File: config.mk
export PLATFORM = sky130hd
export DESIGN_NAME = axi_counter_poller
export DESIGN_NICKNAME = d
export VERILOG_FILES = /design/src/rtl/axi_counter_poller.sv
export SDC_FILE = /design/constraint.sdc
export NUM_CORES = 1
export LEC_CHECK = 0
export CAP_MARGIN = 0
export CORE_MARGIN = 10
export CORE_UTILIZATION = 46
export CTS_CLUSTER_DIAMETER = 40
export DETAILED_ROUTE_END_ITERATION = 10
export PLACE_DENSITY = 0.81
export SYNTH_ARGS = -nofsm -noshare
export SYNTH_HDL_FRONTEND = slang
export SYNTH_SLANG_ARGS = --single-unit
File: constraint.sdc
create_clock -name clk_dst -period 5.4 [get_ports clk_dst]
set_input_delay 0.81 -clock clk_dst [delete_from_list [all_inputs] [get_ports clk_dst]]
set_output_delay 0.81 -clock clk_dst [all_outputs]
set_load 0.005 [all_outputs]
File: src/rtl/axi_counter_poller.sv
// AXI4-lite read initiator: samples a 64-bit counter responder on trig or periodic tick.
// Latency: trig at edge T -> arvalid from T+2; R handshake at edge R -> smp_valid from R+1.
// Backpressure: arvalid held until arready; smp_valid held until smp_ready; one queued request, extras dropped with overrun.
// Optional build macro AXI_COUNTER_POLLER_DELTA_EN adds smp_delta (difference to previous sample).
module axi_counter_poller #(
  parameter logic [11:0] RD_ADDR  = 12'h000,
  parameter logic [2:0]  RD_PROT  = 3'b000,
  parameter int          PERIOD_W = 32
) (
  input  logic                clk_dst,
  input  logic                aresetn,
  input  logic [PERIOD_W-1:0] period,
  input  logic                trig,
  output logic                busy,
  output logic                overrun,
  output logic                arvalid,
  input  logic                arready,
  output logic [11:0]         araddr,
  output logic [2:0]          arprot,
  input  logic                rvalid,
  output logic                rready,
  input  logic [1:0]          rresp,
  input  logic [63:0]         rdata,
  output logic                smp_valid,
  input  logic                smp_ready,
  output logic [63:0]         smp_data,
  output logic                smp_err
`ifdef AXI_COUNTER_POLLER_DELTA_EN
  ,
  output logic [63:0]         smp_delta
`endif
);

  localparam logic [1:0] S_IDLE = 2'd0;
  localparam logic [1:0] S_ADDR = 2'd1;
  localparam logic [1:0] S_DATA = 2'd2;
  localparam logic [1:0] S_HOLD = 2'd3;

  logic [1:0]          r_state;
  logic [1:0]          w_nxt;
  logic [PERIOD_W-1:0] r_tick_cnt;
  logic                r_pending;
  logic                r_overrun;
  logic                r_arvalid;
  logic                r_rready;
  logic                r_smp_valid;
  logic [63:0]         r_smp_data;
  logic                r_smp_err;
  logic                w_tick;
  logic                w_req;
  logic                w_enter_addr;
  logic                w_capture;

  // A zero period disables the tick; comparing with >= makes a lowered period tick at once.
  assign w_tick       = (period != '0) && (r_tick_cnt >= (period - PERIOD_W'(1)));
  assign w_req        = trig | w_tick;
  assign w_enter_addr = (w_nxt == S_ADDR) && (r_state != S_ADDR);
  assign w_capture    = (r_state == S_DATA) && rvalid;

  // Free-running tick counter, reloaded on each tick and parked at 0 while disabled.
  always_ff @(posedge clk_dst) begin
    if (!aresetn) begin
      r_tick_cnt <= '0;
    end else if ((period == '0) || w_tick) begin
      r_tick_cnt <= '0;
    end else begin
      r_tick_cnt <= r_tick_cnt + PERIOD_W'(1);
    end
  end

  // Single-entry request queue; a request seen while it is full is dropped and flagged.
  always_ff @(posedge clk_dst) begin
    if (!aresetn) begin
      r_pending <= 1'b0;
      r_overrun <= 1'b0;
    end else begin
      r_overrun <= w_req & r_pending;
      if (w_enter_addr) begin
        r_pending <= 1'b0;
      end else if (w_req) begin
        r_pending <= 1'b1;
      end
    end
  end

  // Next-state decode for the IDLE/ADDR/DATA/HOLD read sequencer.
  always_comb begin
    w_nxt = r_state;
    case (r_state)
      S_IDLE:  if (r_pending) w_nxt = S_ADDR;
      S_ADDR:  if (arready)   w_nxt = S_DATA;
      S_DATA:  if (rvalid)    w_nxt = S_HOLD;
      S_HOLD:  if (smp_ready) w_nxt = r_pending ? S_ADDR : S_IDLE;
      default: w_nxt = S_IDLE;
    endcase
  end

  // State and handshake outputs registered together so they change on the same edge.
  always_ff @(posedge clk_dst) begin
    if (!aresetn) begin
      r_state     <= S_IDLE;
      r_arvalid   <= 1'b0;
      r_rready    <= 1'b0;
      r_smp_valid <= 1'b0;
    end else begin
      r_state     <= w_nxt;
      r_arvalid   <= (w_nxt == S_ADDR);
      r_rready    <= (w_nxt == S_DATA);
      r_smp_valid <= (w_nxt == S_HOLD);
    end
  end

  // Capture the read beat; held stable through HOLD because capture only happens in DATA.
  always_ff @(posedge clk_dst) begin
    if (!aresetn) begin
      r_smp_data <= '0;
      r_smp_err  <= 1'b0;
    end else if (w_capture) begin
      r_smp_data <= rdata;
      r_smp_err  <= (rresp != 2'b00);
    end
  end

`ifdef AXI_COUNTER_POLLER_DELTA_EN
  logic [63:0] r_prev;
  logic        r_first;
  logic [63:0] r_delta;

  // Difference to the previous sample, wrapping mod 2^64; the first sample after reset reports 0.
  always_ff @(posedge clk_dst) begin
    if (!aresetn) begin
      r_prev  <= '0;
      r_first <= 1'b1;
      r_delta <= '0;
    end else if (w_capture) begin
      r_prev  <= rdata;
      r_first <= 1'b0;
      r_delta <= r_first ? 64'd0 : (rdata - r_prev);
    end
  end

  assign smp_delta = r_delta;
`endif

  assign busy      = (r_state != S_IDLE);
  assign overrun   = r_overrun;
  assign arvalid   = r_arvalid;
  assign araddr    = RD_ADDR;
  assign arprot    = RD_PROT;
  assign rready    = r_rready;
  assign smp_valid = r_smp_valid;
  assign smp_data  = r_smp_data;
  assign smp_err   = r_smp_err;

endmodule

==> After elaboration in Yosys (flattened, before gate mapping) <==
Cells that the tools add are included.
{ "word_totals": {"reg_bits": 104, "input_bits": 104} }
{ "classes": {"addsub": 2, "order_cmp": 1, "eq_ne": 7, "mux": 6, "n_bitwise": 3, "n_reduce_logical": 11} }
{ "ops": {"columns": ["cell", "n"], "rows": [
  ["adder 32 x 1 -> 32 bit (second input constant)", 1],
  [">= comparator 32 bit", 1],
  ["zero test 32 bit", 1],
  ["nonzero test 32 bit", 1],
  ["subtractor 32 x 1 -> 32 bit (second input constant)", 1],
  ["equality test 2 bit (second input constant)", 4],
  ["2-to-1 mux 2 bit", 4],
  ["one-hot mux 2 bit (4 select lines)", 1],
  ["equality test 2 x 1 -> 1 bit (second input constant)", 2],
  ["nonzero test 2 bit", 2],
  ["OR reduction 2 bit", 2],
  ["logical AND 1 bit", 3],
  ["zero test 2 bit", 1],
  ["inequality test 2 x 1 -> 1 bit (second input constant)", 1],
  ["AND 1 bit", 1],
  ["logical OR 1 bit", 1],
  ["2-to-1 mux 1 bit", 1],
  ["inverter 1 bit", 1],
  ["bitwise OR 1 bit", 1]
]} }

==> Logic depth before layout (Yosys ltp) <==
{ "depth": {"word_depth": 6, "mapped_depth": 15, "depth_no_buf": 14} }

==> Least setup slack after synthesis <==
Ideal clock, no wire load.
{ "synth_path": {"path_kind": "input-to-reg", "from": "in period[11]", "to": "reg r_tick_cnt[23]", "setup_ns": 0.115, "arrival_ns": 4.128, "t_required_ns": 5.285, "setup_slack_ns": 1.158, "stages": 13, "n_path_buf": 1, "cell_sequence": "or4_4 > or2_4 > nor4_4 > nand2_2 > or3_1 > xor2_1 > ha_1 > nand4_1 > or4_1 > a311o_1 > nand4_4 > buf_6 > nor2_1"} }
{ "synth_between": {"elab_chain_len": 5, "word_cells_on_any_way": 7, "cone_classes": "1 x add/sub; 1 x order compare; 5 x reduce/logical"} }
{ "synth_rtl": {"columns": ["item", "line_no", "rtl"], "rows": [
  ["start, declared", "12", "input logic [PERIOD_W-1:0] period,"],
  ["subtractor 32 x 1 -> 32 bit", "55", "assign w_tick = (period != '0) && (r_tick_cnt >= (period - PERIOD_W'(1)));"],
  [">= comparator 32 bit", "55", null],
  ["logical AND 1 bit", "55", null],
  ["logical OR 1 bit (*)", "64", "end else if ((period == '0) || w_tick) begin"],
  ["OR reduction 2 bit (no line) (*)", null, null],
  ["end signal, assigned", "67", "r_tick_cnt <= r_tick_cnt + PERIOD_W'(1);"],
  ["end, declared", "41", "logic [PERIOD_W-1:0] r_tick_cnt;"]
]} }
Mark *: on every way between the ends. The rest lies on a longest branch, timed or not.
A chain may end at the register's enable or synchronous reset.

==> Final worst setup path <==
{ "layout_path": {"from": "in period[11]", "to": "reg r_tick_cnt[17]"} }
The elaborated chain is that of the path after synthesis.

==> metrics.cfg <==
[route]
post_drt_wl_per_cell_um=16.3
via_per_inst=5.13
drc=0
wirelength_um=15500
drt_iter0_drc=415
drtAntennaViolNets=0
first_pass_iters=4
num_vias=4874

[synthesis]
synth_top_flop_cell=dfxtp_1
async_reset_ff_frac=0
synth-edff-count=0
yosys_warnings=0
avgSynthCellArea_um2=8.37
yosysTopAreaCellShare=0.386
ys_seq_area_frac=0.386
syn_inst=645
synth.distinct_cells=50
synthTopCellsByArea=dfxtp_1 39%, nand2_1 11%, a21boi_0 8.9%, ha_1 7.9%, xnor2_1 5.2%
netlist_area_um2=5400
synth_area_leader_cell=dfxtp_1
ys_ff_latch=104

[timing]
finalMaxSlewViolations=0
setup_viol=0
fin_crit_ns=4.88
skew_ns=0.00518
finalCritPeriodShare=0.903
final.setup.tns_ns=0
fmax_ghz=0.205
relSlewSlack=0.233
worst_slew_pin_slew_ns=1.15
hold_violations=0
rsz0062_at_grt=false
fin_ws_ns=0.525

[job]
cap_violations=0

[global_route]
grt_pass1_vias=4625
grt_max_degree=72
grt-ovfl-total=0
antenna_found_initial=0
grt_first_pass_wirelength_um=24400
gr-usage-all-layers=0.180

[die]
ios=189
row_count=39
die_h_um=128
coreArea_um2=11500
die_area_um2=16500
die_x_um=128
initial_core_util=0.471

[place]
pre_cts_ws_ns=0.215
finalWeightedCongestion=0.843
place.detailed.hpwl_um=12300
io_buffers=173
dpl_cell_area_um2=7130

[clock_network]
ctsResizeCount=0
ctsHtreeMaxLevel=3
clk_pin_slew_ns=0.07
hold_buffers=0
clk_latency_ns=0.33
cts.sinks=104
cts_tree=done
cts_setup_buffers=0
clockBufferDepth=2
cts_root_buf=clkbuf_16
cts-buffers-inserted=9

[cells_and_area]
n_antenna_cell=0
final_util=0.646
layout-drive-gt1-share=0.0397
nets=940
final_area_um2=7410
areaGrowthSynthToFinish_pct=37.3

[min_path]
hold_class=reg2reg

[setup_path]
startpoint_type=primary input
cp-end-kind=register
crit_fanout=32
arrival_ns=5.12
crit_required_ns=5.65
crit_type=in2reg

[pwr]
p_clk_frac=0.374
power_mw=1.64
seq_power_share=0.487
power.internal_mw=1.27
power.leakage_nw=2.69
switchingPower_mw=0.372
combPwrFrac=0.139
p_per_area_nw_per_um2=222
ir_drop_mv=0.203
p_sw_frac=0.227

[run_status]
status=finished clean

sequential cells by signal (all words and copies together), names as in the netlist:
signal	cells
arvalid	1
overrun	1
r_pending	1
r_state	2
r_tick_cnt	32
rready	1
smp_data	64
smp_err	1
smp_valid	1
layout by cell type, fill, tap and decap left out, drive strengths merged, types with 6 or more instances in the layout:
cell	instances
ha	34
nand4	13
nor2	56
inv	6
nor3	10
clkbuf	13
xor2	28
nand3	15
and3	10
nand2	154
nor4	10
xnor2	32
dfxtp	104
clkdlybuf4s50	172
a21boi	64
a21oi	15
conb	15
critical path, stage by stage:
cell and delay [ns]:
clkdlybuf4s50_1 0.47, or4_4 0.59, or2_4 0.29, nor4_4 0.33
nand2_2 0.12, or3_1 0.36, xor2_1 0.15, ha_1 0.29
nand4_1 0.14, nor2_1 0.06, a221o_1 0.31, nor3_1 0.44
nand4_4 0.46, nor2_1 0.29
cells in the mapped netlist, drive strengths merged (5+ instances only):
cell type	count
inv	6
nor3	10
a21boi	64
dfxtp	104
nor4	10
a21oi	15
or2	5
nand2b	5
and2	5
and3	10
buf	21
clkbuf	21
nor2	56
xor2	28
o21ai	5
nand4	13
ha	34
nand2	154
xnor2	32
nand3	15
layout make-up:
cell class                      count  area [um^2]
Inverter                            6         22.5
Timing Repair Buffer              174         1730
Tap cell                          143          179
Clock buffer                       13          270
Clock inverter                      3         15.0
Multi-Input combinational cell    507         3110
Fill cell                         956         4050
Sequential cell                   104         2080
power by group through the flow:
| stage | clock network (mW) | logic, mW | registers, mW |
|---|---|---|---|
| floorplan | 0 | 0.0962 | 0.817 |
| global placement | 0 | 0.223 | 0.816 |
| detailed placement | 0 | 0.229 | 0.817 |
| CTS | 0.631 | 0.230 | 0.800 |
| global route | 0.664 | 0.251 | 0.802 |
| finish | 0.616 | 0.228 | 0.800 |
worst paths after layout:
| path | from | endpoint | slack (ns) | cells after the start |
|---|---|---|---|---|
| worst min register to register | smp_data[25] | smp_data[25] | 0.46 | 2 |
| worst max register to register | r_tick_cnt[15] | r_tick_cnt[17] | 2.54 | 7 |
| worst max-delay path | period[11] | r_tick_cnt[17] | 0.52 | 14 |
| worst min-delay path | smp_data[25] | smp_data[25] | 0.46 | 2 |
metal layers:
layer | global-route usage | routed length (um) | vias up
li1 | - | - | 2463
met1 | 0.232 | 7080 | 2255
met2 | 0.290 | 7080 | 146
met3 | 0.0517 | 1140 | 10
met4 | 0.0450 | 148 | 0
met5 | 0 | 0 | -
per-stage QoR:
step                hold WS [ns]  std cells
floorplan                  0.426        659
global placement           0.443        934
detailed placement         0.460        934
CTS                        0.470        950
global route               0.479        950
finish                     0.464        950
logic make-up after synthesis:
family,synth area share
compound gates,0.123
simple gates,0.266
fa+ha+maj,0.0788
buf+inv,0.0480
xor+xnor,0.0974
other cells,0.000695
flops,0.386
(Power assumes the default switching activity.)
